===== src/rtl/intc_cpu_ack.sv =====
// CPU-side responder for the interrupt selector: masks the selected request,
// handshakes it with the core, then returns intack-all and per-source ack pulses.
module intc_cpu_ack #(
    parameter int          REG_NUM  = 1,
    parameter logic [7:0]  VEC_BASE = 8'd64,
    parameter int          HOLD_CYC = 2
) (
    input  logic                    clk,
    input  logic                    rst,
    input  logic                    sl_req_i,
    input  logic [4:0]              sl_level_i,
    input  logic [7:0]              sl_vec_i,
    input  logic [3:0]              cpu_imask_i,
    input  logic                    cpu_ack_i,
    output logic                    cpu_int_o,
    output logic [4:0]              cpu_level_o,
    output logic [7:0]              cpu_vec_o,
    output logic                    cp_intack_all_o,
    output logic                    ack_nmi_o,
    output logic                    ack_err_o,
    output logic [REG_NUM*32-1:0]   ack_src_o,
    output logic                    spurious_o,
    output logic                    busy_o
);

    localparam int         NSRC      = REG_NUM * 32;
    localparam logic [3:0] HOLD_INIT = 4'(HOLD_CYC);

    localparam logic [1:0] ST_IDLE = 2'd0;
    localparam logic [1:0] ST_REQ  = 2'd1;
    localparam logic [1:0] ST_ACK  = 2'd2;
    localparam logic [1:0] ST_HOLD = 2'd3;

    logic [1:0]      state_q, state_d;
    logic [3:0]      hold_cnt_q, hold_cnt_d;
    logic            cpu_int_q, cpu_int_d;
    logic [4:0]      level_q, level_d;
    logic [7:0]      vec_q, vec_d;
    logic            intack_q, intack_d;
    logic            ack_nmi_q, ack_nmi_d;
    logic            ack_err_q, ack_err_d;
    logic [NSRC-1:0] ack_src_q, ack_src_d;
    logic            spurious_q, spurious_d;
    logic            busy_q, busy_d;

    logic            qual_s;
    logic [7:0]      off_s;
    logic            in_rng_s;
    logic            is_nmi_s;
    logic            is_err_s;
    logic            hit_src_s;
    logic            is_spur_s;

    // Request qualification against the CPU mask and decode of the frozen vector
    always_comb begin
        qual_s    = sl_req_i & ((sl_level_i == 5'd16) |
                                (~sl_level_i[4] & (sl_level_i[3:0] > cpu_imask_i)));
        off_s     = vec_q - VEC_BASE;
        // widened compare so VEC_BASE+NSRC never wraps at 8 bits
        in_rng_s  = ({24'd0, vec_q} >= {24'd0, VEC_BASE}) &&
                    ({24'd0, vec_q} < ({24'd0, VEC_BASE} + 32'(NSRC)));
        is_nmi_s  = (vec_q == 8'd11);
        is_err_s  = (vec_q == 8'd9);
        hit_src_s = ~is_nmi_s & ~is_err_s & in_rng_s;
        is_spur_s = ~is_nmi_s & ~is_err_s & ~in_rng_s;
    end

    // Handshake state machine and next-value computation for all registered outputs
    always_comb begin
        state_d    = state_q;
        hold_cnt_d = hold_cnt_q;
        level_d    = level_q;
        vec_d      = vec_q;
        ack_nmi_d  = 1'b0;
        ack_err_d  = 1'b0;
        ack_src_d  = '0;
        spurious_d = 1'b0;

        case (state_q)
            ST_IDLE: begin
                if (qual_s) begin
                    state_d = ST_REQ;
                    level_d = sl_level_i;
                    vec_d   = sl_vec_i;
                end else begin
                    state_d = ST_IDLE;
                end
            end
            ST_REQ: begin
                if (cpu_ack_i) begin
                    state_d    = ST_ACK;
                    ack_nmi_d  = is_nmi_s;
                    ack_err_d  = is_err_s;
                    spurious_d = is_spur_s;
                    for (int i = 0; i < NSRC; i++) begin
                        ack_src_d[i] = hit_src_s && (32'(off_s) == i);
                    end
                end else if (qual_s) begin
                    state_d = ST_REQ;
                    level_d = sl_level_i;
                    vec_d   = sl_vec_i;
                end else begin
                    state_d = ST_IDLE;
                end
            end
            ST_ACK: begin
                if (HOLD_INIT != 4'd0) begin
                    state_d    = ST_HOLD;
                    hold_cnt_d = HOLD_INIT;
                end else begin
                    state_d    = ST_IDLE;
                    hold_cnt_d = 4'd0;
                end
            end
            ST_HOLD: begin
                if (hold_cnt_q <= 4'd1) begin
                    state_d    = ST_IDLE;
                    hold_cnt_d = 4'd0;
                end else begin
                    state_d    = ST_HOLD;
                    hold_cnt_d = hold_cnt_q - 4'd1;
                end
            end
            default: begin
                state_d    = ST_IDLE;
                hold_cnt_d = 4'd0;
            end
        endcase

        cpu_int_d = (state_d == ST_REQ);
        intack_d  = (state_d == ST_ACK) || (state_d == ST_HOLD);
        busy_d    = (state_d != ST_IDLE);
    end

    // State and output registers
    always_ff @(posedge clk or posedge rst) begin
        if (rst) begin
            state_q    <= ST_IDLE;
            hold_cnt_q <= 4'd0;
            cpu_int_q  <= 1'b0;
            level_q    <= 5'd0;
            vec_q      <= 8'd0;
            intack_q   <= 1'b0;
            ack_nmi_q  <= 1'b0;
            ack_err_q  <= 1'b0;
            ack_src_q  <= '0;
            spurious_q <= 1'b0;
            busy_q     <= 1'b0;
        end else begin
            state_q    <= state_d;
            hold_cnt_q <= hold_cnt_d;
            cpu_int_q  <= cpu_int_d;
            level_q    <= level_d;
            vec_q      <= vec_d;
            intack_q   <= intack_d;
            ack_nmi_q  <= ack_nmi_d;
            ack_err_q  <= ack_err_d;
            ack_src_q  <= ack_src_d;
            spurious_q <= spurious_d;
            busy_q     <= busy_d;
        end
    end

    assign cpu_int_o       = cpu_int_q;
    assign cpu_level_o     = level_q;
    assign cpu_vec_o       = vec_q;
    assign cp_intack_all_o = intack_q;
    assign ack_nmi_o       = ack_nmi_q;
    assign ack_err_o       = ack_err_q;
    assign ack_src_o       = ack_src_q;
    assign spurious_o      = spurious_q;
    assign busy_o          = busy_q;

endmodule


===== config.mk =====
export PLATFORM = sky130hd
export DESIGN_NAME = intc_cpu_ack
export DESIGN_NICKNAME = d
export VERILOG_FILES = /design/src/rtl/intc_cpu_ack.sv
export SDC_FILE = /design/constraint.sdc
export NUM_CORES = 1
export LEC_CHECK = 0
export ABC_AREA = 1
export CAP_MARGIN = 5
export CORE_MARGIN = 3
export CORE_UTILIZATION = 42
export DETAILED_ROUTE_END_ITERATION = 10
export GPL_TIMING_DRIVEN = 0
export PLACE_DENSITY_LB_ADDON = 0.2
export SLEW_MARGIN = 20
export SYNTH_ARGS = -nofsm -noshare
export SYNTH_HDL_FRONTEND = slang
export SYNTH_SLANG_ARGS = --single-unit
export TNS_END_PERCENT = 100

===== constraint.sdc =====
create_clock -name clk -period 1.85 [get_ports clk]
set_input_delay 0.555 -clock clk [delete_from_list [all_inputs] [get_ports clk]]
set_output_delay 0.555 -clock clk [all_outputs]
set_load 0.01 [all_outputs]

==> results of run 1 <==
how the worst min path moves through the flow:
stage,end,cells past startpoint,slack [ns]
floorplan,hold_cnt_q[0]$_DFFE_PP0P_,1,0.49
global placement,cpu_level_o[3]$_DFFE_PP0P_,2,0.46
detailed placement,cpu_level_o[0]$_DFFE_PP0P_,2,0.46
CTS,cpu_level_o[0]$_DFFE_PP0P_,2,0.48
global route,cpu_level_o[4]$_DFFE_PP0P_,2,0.52
finish,cpu_level_o[0]$_DFFE_PP0P_,2,0.47
placed cells by master (no fill, tap or decap), drive strengths merged, types with 2 or more instances in the layout:
master / instances
o22ai: 2
clkbuf: 12
buf: 13
a21oi: 4
nand3: 27
o21ai: 3
clkdlybuf4s50: 58
dlymetal6s2s: 8
nor3: 2
ha: 6
nand2: 57
nor2: 47
dlygate4sd2: 5
bufinv: 3
clkinvlp: 2
dfrtp: 57
inv: 24
cell families (layout without fill, tap and decap cells):
logic type | after synthesis | count (layout) | synth area share, %
buffers and inverters | 31 | 126 | 6.56
AO/OA/AOI/OAI | 10 | 10 | 2.80
flip-flops | 57 | 57 | 60.3
adder cells (fa/ha/maj) | 6 | 6 | 3.17
XOR/XNOR | 2 | 2 | 0.740
AND/OR/NAND/NOR | 135 | 135 | 26.4
power groups by stage:
stage / Clock [mW] / Combinational, mW / Sequential (mW)
after floorplan: 0 / 0.716 / 1.76
after global placement: 0 / 1.31 / 1.72
after detailed placement: 0 / 1.34 / 1.72
after CTS: 1.43 / 1.40 / 1.67
after global routing: 1.49 / 1.61 / 1.72
final: 1.42 / 1.44 / 1.68
timing repair:
item / 4_1_cts / 5_1_grt
gates resized for setup: 10 / 18
endpoints found under the setup margin: 12 / 16
hold buffers: 0 / 0
pin swaps: 1 / 8
gates cloned: 0 / 1
buffers inserted: 4 / 2
per-layer routing:
layer | global-route usage, % | share of wire, %
met1 | 22.1 | 44
met3 | 6.32 | 6.5
met2 | 27.3 | 47
met4 | 6.59 | 1.8
met5 | 0 | 0
cell type report:
cell class,count,area (µm²),share of cell area (%)
sequential,57,1430,40.2
timing repair buffer,79,815,22.9
inverter,25,97.6,2.74
tap,70,87.6,2.46
clock inverter,5,103,2.88
clock buffer,11,141,3.97
buffer,6,67.6,1.90
multi-input combinational,153,822,23.1
flip-flops by register name, indices dropped and copies added, names as in the netlist:
register / cells
ack_src_o: 32
hold_cnt_q: 4
ack_err_o: 1
state_q: 2
cpu_int_o: 1
cpu_vec_o: 8
cpu_level_o: 5
spurious_o: 1
cp_intack_all_o: 1
busy_o: 1
ack_nmi_o: 1
worst register-to-register path: stages (launching register included):
cell and delay (ns):
dfrtp_1 0.41, inv_1 0.09, ha_1 0.18, o211ai_1 0.13, o21ai_0 0.40, nand2_1 0.11
stage by stage:
step           hold slack (ns)  setup TNS [ns]
4_1_cts                  0.478               0
3_5_place_dp             0.464           -5.02
3_3_place_gp             0.455           -6.70
2_1_floorplan            0.487               0
5_1_grt                  0.520        -0.00564
6_report                 0.472               0
==> reports/qor.txt, run 1 <==
Grt ovf - 0
Via density - 4.66
Syn Inst Count - 241
Crit Path Class - flip-flop to output port
Total GRT Usage - 17.4%
VDD IR max - 0.000689 V
Leading area contributor after synthesis - dfrtp_1
Reg2reg path depth - 5
Tightest Pin Transition - 0.522 ns
Hold Crit Class - flip-flop to flip-flop
CP startpoint - cpu_level_o[2]$_DFFE_PP0P_
Total power - 4.53 mW
Hold Vio Cnt, Final - 0
Antenna Cells - 0
Worst path arrival time - 1.26 ns
Pleak - 1.72 nW
Top FF cell, synth - dfrtp_1
Die Area - 0.00657 mm²
Sw Pwr - 1.49 mW
R2r setup slk - 0.38 ns
Maximum clock rate - 552 MHz
Hold Crit Start - cpu_level_o[0]$_DFFE_PP0P_
Post-Syn Area - 0.00237 mm²
Worst path depth - 1
Synthesized net count - 268
Slew HR - 65.1%
Distinct cells, synth - 24
Clock latency on the worst-skew pair - 0.33 ns
Vias in the first global route - 1,861
Bufs and invs on worst path - 1
Setup crit end - cpu_level_o[2]
Ranking of synthesized cells by area - dfrtp_1 60%, nand2_1 8.6%, nor2_1 5.9%, nand3_1 5.1%, ha_1 3.2%
Crit-path slowest cell - clkdlybuf4s50_1
Final min period - 1.81 ns
Global-route wire length before repair - 8580 µm
Clk network pwr share - 31.3%
Largest net degree at the start of global routing - 35
Outcome - finished, final reports clean
Cell Area, Placed - 0.00319 mm²
Drt wl/cell - 12.7 µm
Pwr/cell area - 1270 mW/mm²
Place WS - -0.359 ns
Crit path required time - 1.29 ns
Via count - 1,890
DRT iter0 DRCs - 124
Design area - 0.00356 mm²
H-tree depth - 3
Int Power - 3.04 mW
Starting Density - 44.9%
Placed Instances - 383
Max Root-Sink Buffers - 2
Finished Layout Cells - 406
Buffers on Ports - 71
Worst setup SP type - flip-flop
Drt total wl - 5170 µm
Max Cap Violations - 0
Max-slew violation count - 0
Number of synthesized flops with an enable pin - 0
Final setup fails - 0
Yosys top cell area share - 60.3%
Max Fanout on Critical Path - 2
Top Ports - 72
Nets - 358
Async S/R FF share, synth - 100%
Clock sink count - 57
DRC viols - 0
Core Footprint - 0.00527 mm²
Clk_skew - 0.0101 ns
Share of cells above drive strength 1 - 19.9%
Register area share after synthesis - 60.3%
Synth warn - 0
Combinational fraction of design power - 31.7%
Critical-path cell list - clkdlybuf4s50_1
RR Startpoint - hold_cnt_q[0]$_DFFE_PP0P_
Initial DRT Pass Iterations - 4
Post-detail-place hpwl - 3720 µm
Fill count - 435
Root Driver - clkbuf_8
Crit path largest cell delay - 0.55 ns
Gpl congestion - 0.757
Delay-heaviest family, CP - buffers and inverters
DIE WIDTH - 81.1 µm
Most frequent cell after synthesis - dfrtp_1
Reg clk slew, reported paths - 0.06 ns
Reg2reg end - cp_intack_all_o$_DFF_PP0_
Final Util - 67.6%
CTS buffer count - 9
Die Height - 81.1 µm
CTS tree - built
Final worst setup slack - 0.0385 ns
Most frequent cells after synthesis - 57 x dfrtp_1, 54 x nand2_1, 37 x nor2_1
Crit. End Element - output port
Flops & latches, synth - 57
Initial antenna violation count - 0
Post-detailed-route count of antenna-violating nets - 0
Row Count - 26
Syn avg cell area - 9.82 µm²
Reg power frac - 37.0%
Switching fraction of total power - 32.8%
P&R area growth vs syn - 50.7%
Tcrit/Tclk final - 97.9%
Note: power is estimated with default switching activity, not from simulation.
==> run 2, diff against run 1 <==
Settings changed: CAP_MARGIN 5 to 20, CORE_UTILIZATION 42 to 56, DONT_BUFFER_PORTS from default to 1, PLACE_DENSITY from default to 0.74, PLACE_DENSITY_LB_ADDON 0.2 to default.
==> run 2 against run 1 <==
  * Setup slack better by 0.34 ns
  * Sequential share of layout area up 13 points
  * Non-clock buffer count down 78
  * Fmax rose by 23%
  * Clock power down 14%
  * Combinational power down 39%
  * Core utilization decreased by 1.6 points
  * Largest power group unchanged
==> reports/qor.txt, run 2 (same netlist as run 1, synthesis figures left out) <==
Outcome - finished, final reports clean (unchanged)
Row Count - 23 (was 26)
Buffers on Ports - 0 (was 71)
Clock latency on the worst-skew pair - 0.33 ns (about the same)
Reg power frac - 46.5% (was 37.0%)
Post-CTS Setup Inserts - 0 (was 4)
Antenna Cells - 0 (unchanged)
DRT iter0 DRCs - 106 (was 124)
Area of the multi-input gates - 785 µm² (was 822 µm²)
Tightest Pin Transition - 0.558 ns (was 0.522 ns)
Tcrit/Tclk final - 79.7% (was 97.9%)
Slew HR - 62.8% (was 65.1%)
Post-detail-place hpwl - 3350 µm (was 3720 µm)
Resize count post-CTS - 0 (was 10)
Final setup fails - 0 (unchanged)
Hold buffer count at CTS - 0 (unchanged)
Core Footprint - 0.00403 mm² (was 0.00527 mm²)
Sw Pwr - 1.40 mW (was 1.49 mW)
Via count - 1,579 (was 1,890)
Hold Crit Class - primary input to asynchronous set/reset pin (was flip-flop to flip-flop)
Clk network pwr share - 31.2% (was 31.3%)
Starting Density - 58.7% (was 44.9%)
Pleak - 1.32 nW (was 1.72 nW)
Clk_skew - 0.00718 ns (was 0.0101 ns)
Largest net degree at the start of global routing - 33 (was 35)
Int Power - 2.51 mW (was 3.04 mW)
Commonest non-fill, non-tap cell in the layout - dfrtp_1 (was clkdlybuf4s50_1)
DIE WIDTH - 71 µm (was 81.1 µm)
Finished Layout Cells - 307 (was 406)
Worst path depth - 5 (was 1)
Crit path largest cell delay - 0.41 ns (was 0.55 ns)
Maximum clock rate - 678 MHz (was 552 MHz)
Max reg flops - 32 (unchanged)
Total GRT Usage - 20.6% (was 17.4%)
Via density - 5.14 (was 4.66)
Place WS - 0.146 ns (was -0.359 ns)
Commonest non-fill, non-tap cells in the layout - 57 x dfrtp_1, 54 x nand2_1, 37 x nor2_1, 24 x nand3_1, 18 x inv_1 (was 58 x clkdlybuf4s50_1, 53 x dfrtp_1, 49 x nand2_1, 37 x nor2_1, 24 x nand3_1)
Global-route wire length before repair - 7800 µm (was 8580 µm)
Worst setup SP type - flip-flop (unchanged)
Max Root-Sink Buffers - 2 (unchanged)
Drt wl/cell - 14.5 µm (was 12.7 µm)
Total power - 3.91 mW (was 4.53 mW)
Nets - 280 (was 358)
Setup TNS - 0 ns (unchanged)
Final min period - 1.47 ns (was 1.81 ns)
Reg2reg path depth - 5 (unchanged)
RSZ-0062 raised after global routing - false
CTS buffer count - 9 (unchanged)
Max Fanout on Critical Path - 4 (was 2)
Clock sink count - 57 (unchanged)
Max-slew violation count - 0 (unchanged)
Delay-heaviest family, CP - compound AO/OA/AOI/OAI gates (was buffers and inverters)
Post-detailed-route count of antenna-violating nets - 0 (unchanged)
Critical-path cell list - inv_1 -> ha_1 -> o211ai_1 -> o21ai_0 -> nand2_1 (was clkdlybuf4s50_1)
Initial antenna violation count - 0 (unchanged)
Root Driver - clkbuf_8 (unchanged)
Vias in the first global route - 1,682 (was 1,861)
P&R area growth vs syn - 12.4% (was 50.7%)
Crit-path slowest cell - dfrtp_1 (was clkdlybuf4s50_1)
Fill count - 325 (was 435)
CTS tree - built (unchanged)
Die Height - 71 µm (was 81.1 µm)
Crit. End Element - flip-flop (was output port)
Crit path required time - 2.04 ns (was 1.29 ns)
Max Cap Violations - 0 (unchanged)
Reg clk slew, reported paths - 0.06 ns (about the same)
Switching fraction of total power - 35.7% (was 32.8%)
Share of cells above drive strength 1 - 18.3% (was 19.9%)
Grt ovf - 0 (unchanged)
H-tree depth - 3 (unchanged)
Hold Vio Cnt, Final - 0 (unchanged)
Final worst setup slack - 0.376 ns (was 0.0385 ns)
DRC viols - 0 (unchanged)
VDD IR max - 0.00109 V (was 0.000689 V)
Die Area - 0.00504 mm² (was 0.00657 mm²)
Drt total wl - 4450 µm (was 5170 µm)
Initial DRT Pass Iterations - 5 (was 4)
Placed Instances - 292 (was 383)
Top Ports - 72 (unchanged)
Gpl congestion - 0.840 (was 0.757)
Combinational fraction of design power - 22.4% (was 31.7%)
Bufs and invs on worst path - 1 (unchanged)
Pwr/cell area - 1470 mW/mm² (was 1270 mW/mm²)
Register area - 0.00143 mm² (about the same)
Crit Path Class - flip-flop to flip-flop (was flip-flop to output port)
Worst path arrival time - 1.66 ns (was 1.26 ns)
[run 2: changes by cell type in the layout (fill, tap and decap cells not counted), sizes merged]
cell	before	now
clkdlybuf4s50	58	0
bufinv	3	2
clkinv	1	4
dlygate4sd2	5	0
dlymetal6s2s	8	0
clkbuf	12	9
clkinvlp	2	1
buf	13	7
[run 2: worst reg2reg max path, cell delays in order, from the launching register on]
cell and delay (ns):
dfrtp_1 0.41, inv_1 0.10, ha_1 0.19, o211ai_1 0.12
o21ai_0 0.39, nand2_1 0.12
[run 2: per-stage QoR]
step | hold WS (ns) | util (%) | area, µm²
2_1_floorplan | 0.487 | - | 2370
6_report | 0.145 | 66.0 | 2660
5_1_grt | 0.175 | 66.0 | 2660
4_1_cts | 0.149 | 66.0 | 2660
3_5_place_dp | 0.509 | 60.9 | 2450
3_3_place_gp | 0.512 | 60.4 | 2430
[run 2: worst paths after layout]
path | to | from | slack, ns
min in group clk | cpu_vec_o[5]$_DFFE_PP0P_ | sl_vec_i[5] | 0.37
hold reg to reg | hold_cnt_q[0]$_DFFE_PP0P_ | hold_cnt_q[0]$_DFFE_PP0P_ | 0.54
hold / removal | cp_intack_all_o$_DFF_PP0_ | rst | 0.14
setup / recovery | cp_intack_all_o$_DFF_PP0_ | hold_cnt_q[0]$_DFFE_PP0P_ | 0.38
setup reg to reg | cp_intack_all_o$_DFF_PP0_ | hold_cnt_q[0]$_DFFE_PP0P_ | 0.38
max in group asynchronous | ack_src_o[20]$_DFF_PP0_ | rst | 1.19
[run 2: area by class of cell]
class / count / area share [%]
plain buffers: 6 / 2.30
clock buffers: 9 / 4.66
clock inverters: 6 / 3.15
inverters: 25 / 3.67
multi-input cells: 153 / 29.5
flip-flops and latches: 57 / 53.6
well taps: 50 / 2.35
repair buffers: 1 / 0.753
[run 2: power groups by stage]
stage,Combinational [mW],Clock [mW],Sequential (mW)
2_1_floorplan,0.716,0,1.76
3_3_place_gp,0.843,0,1.83
3_5_place_dp,0.874,0,1.84
4_1_cts,0.880,1.24,1.82
5_1_grt,1.04,1.32,1.85
6_report,0.874,1.22,1.81
[run 2: metal layers]
| layer | global-route usage (%) | routed length [µm] | vias to the layer above |
|---|---|---|---|
| li1 | - | - | 778 |
| met1 | 24.6 | 1800 | 726 |
| met2 | 30.6 | 2120 | 70 |
| met3 | 11.9 | 485 | 5 |
| met4 | 8.35 | 51 | 0 |
| met5 | 0 | 0 | - |
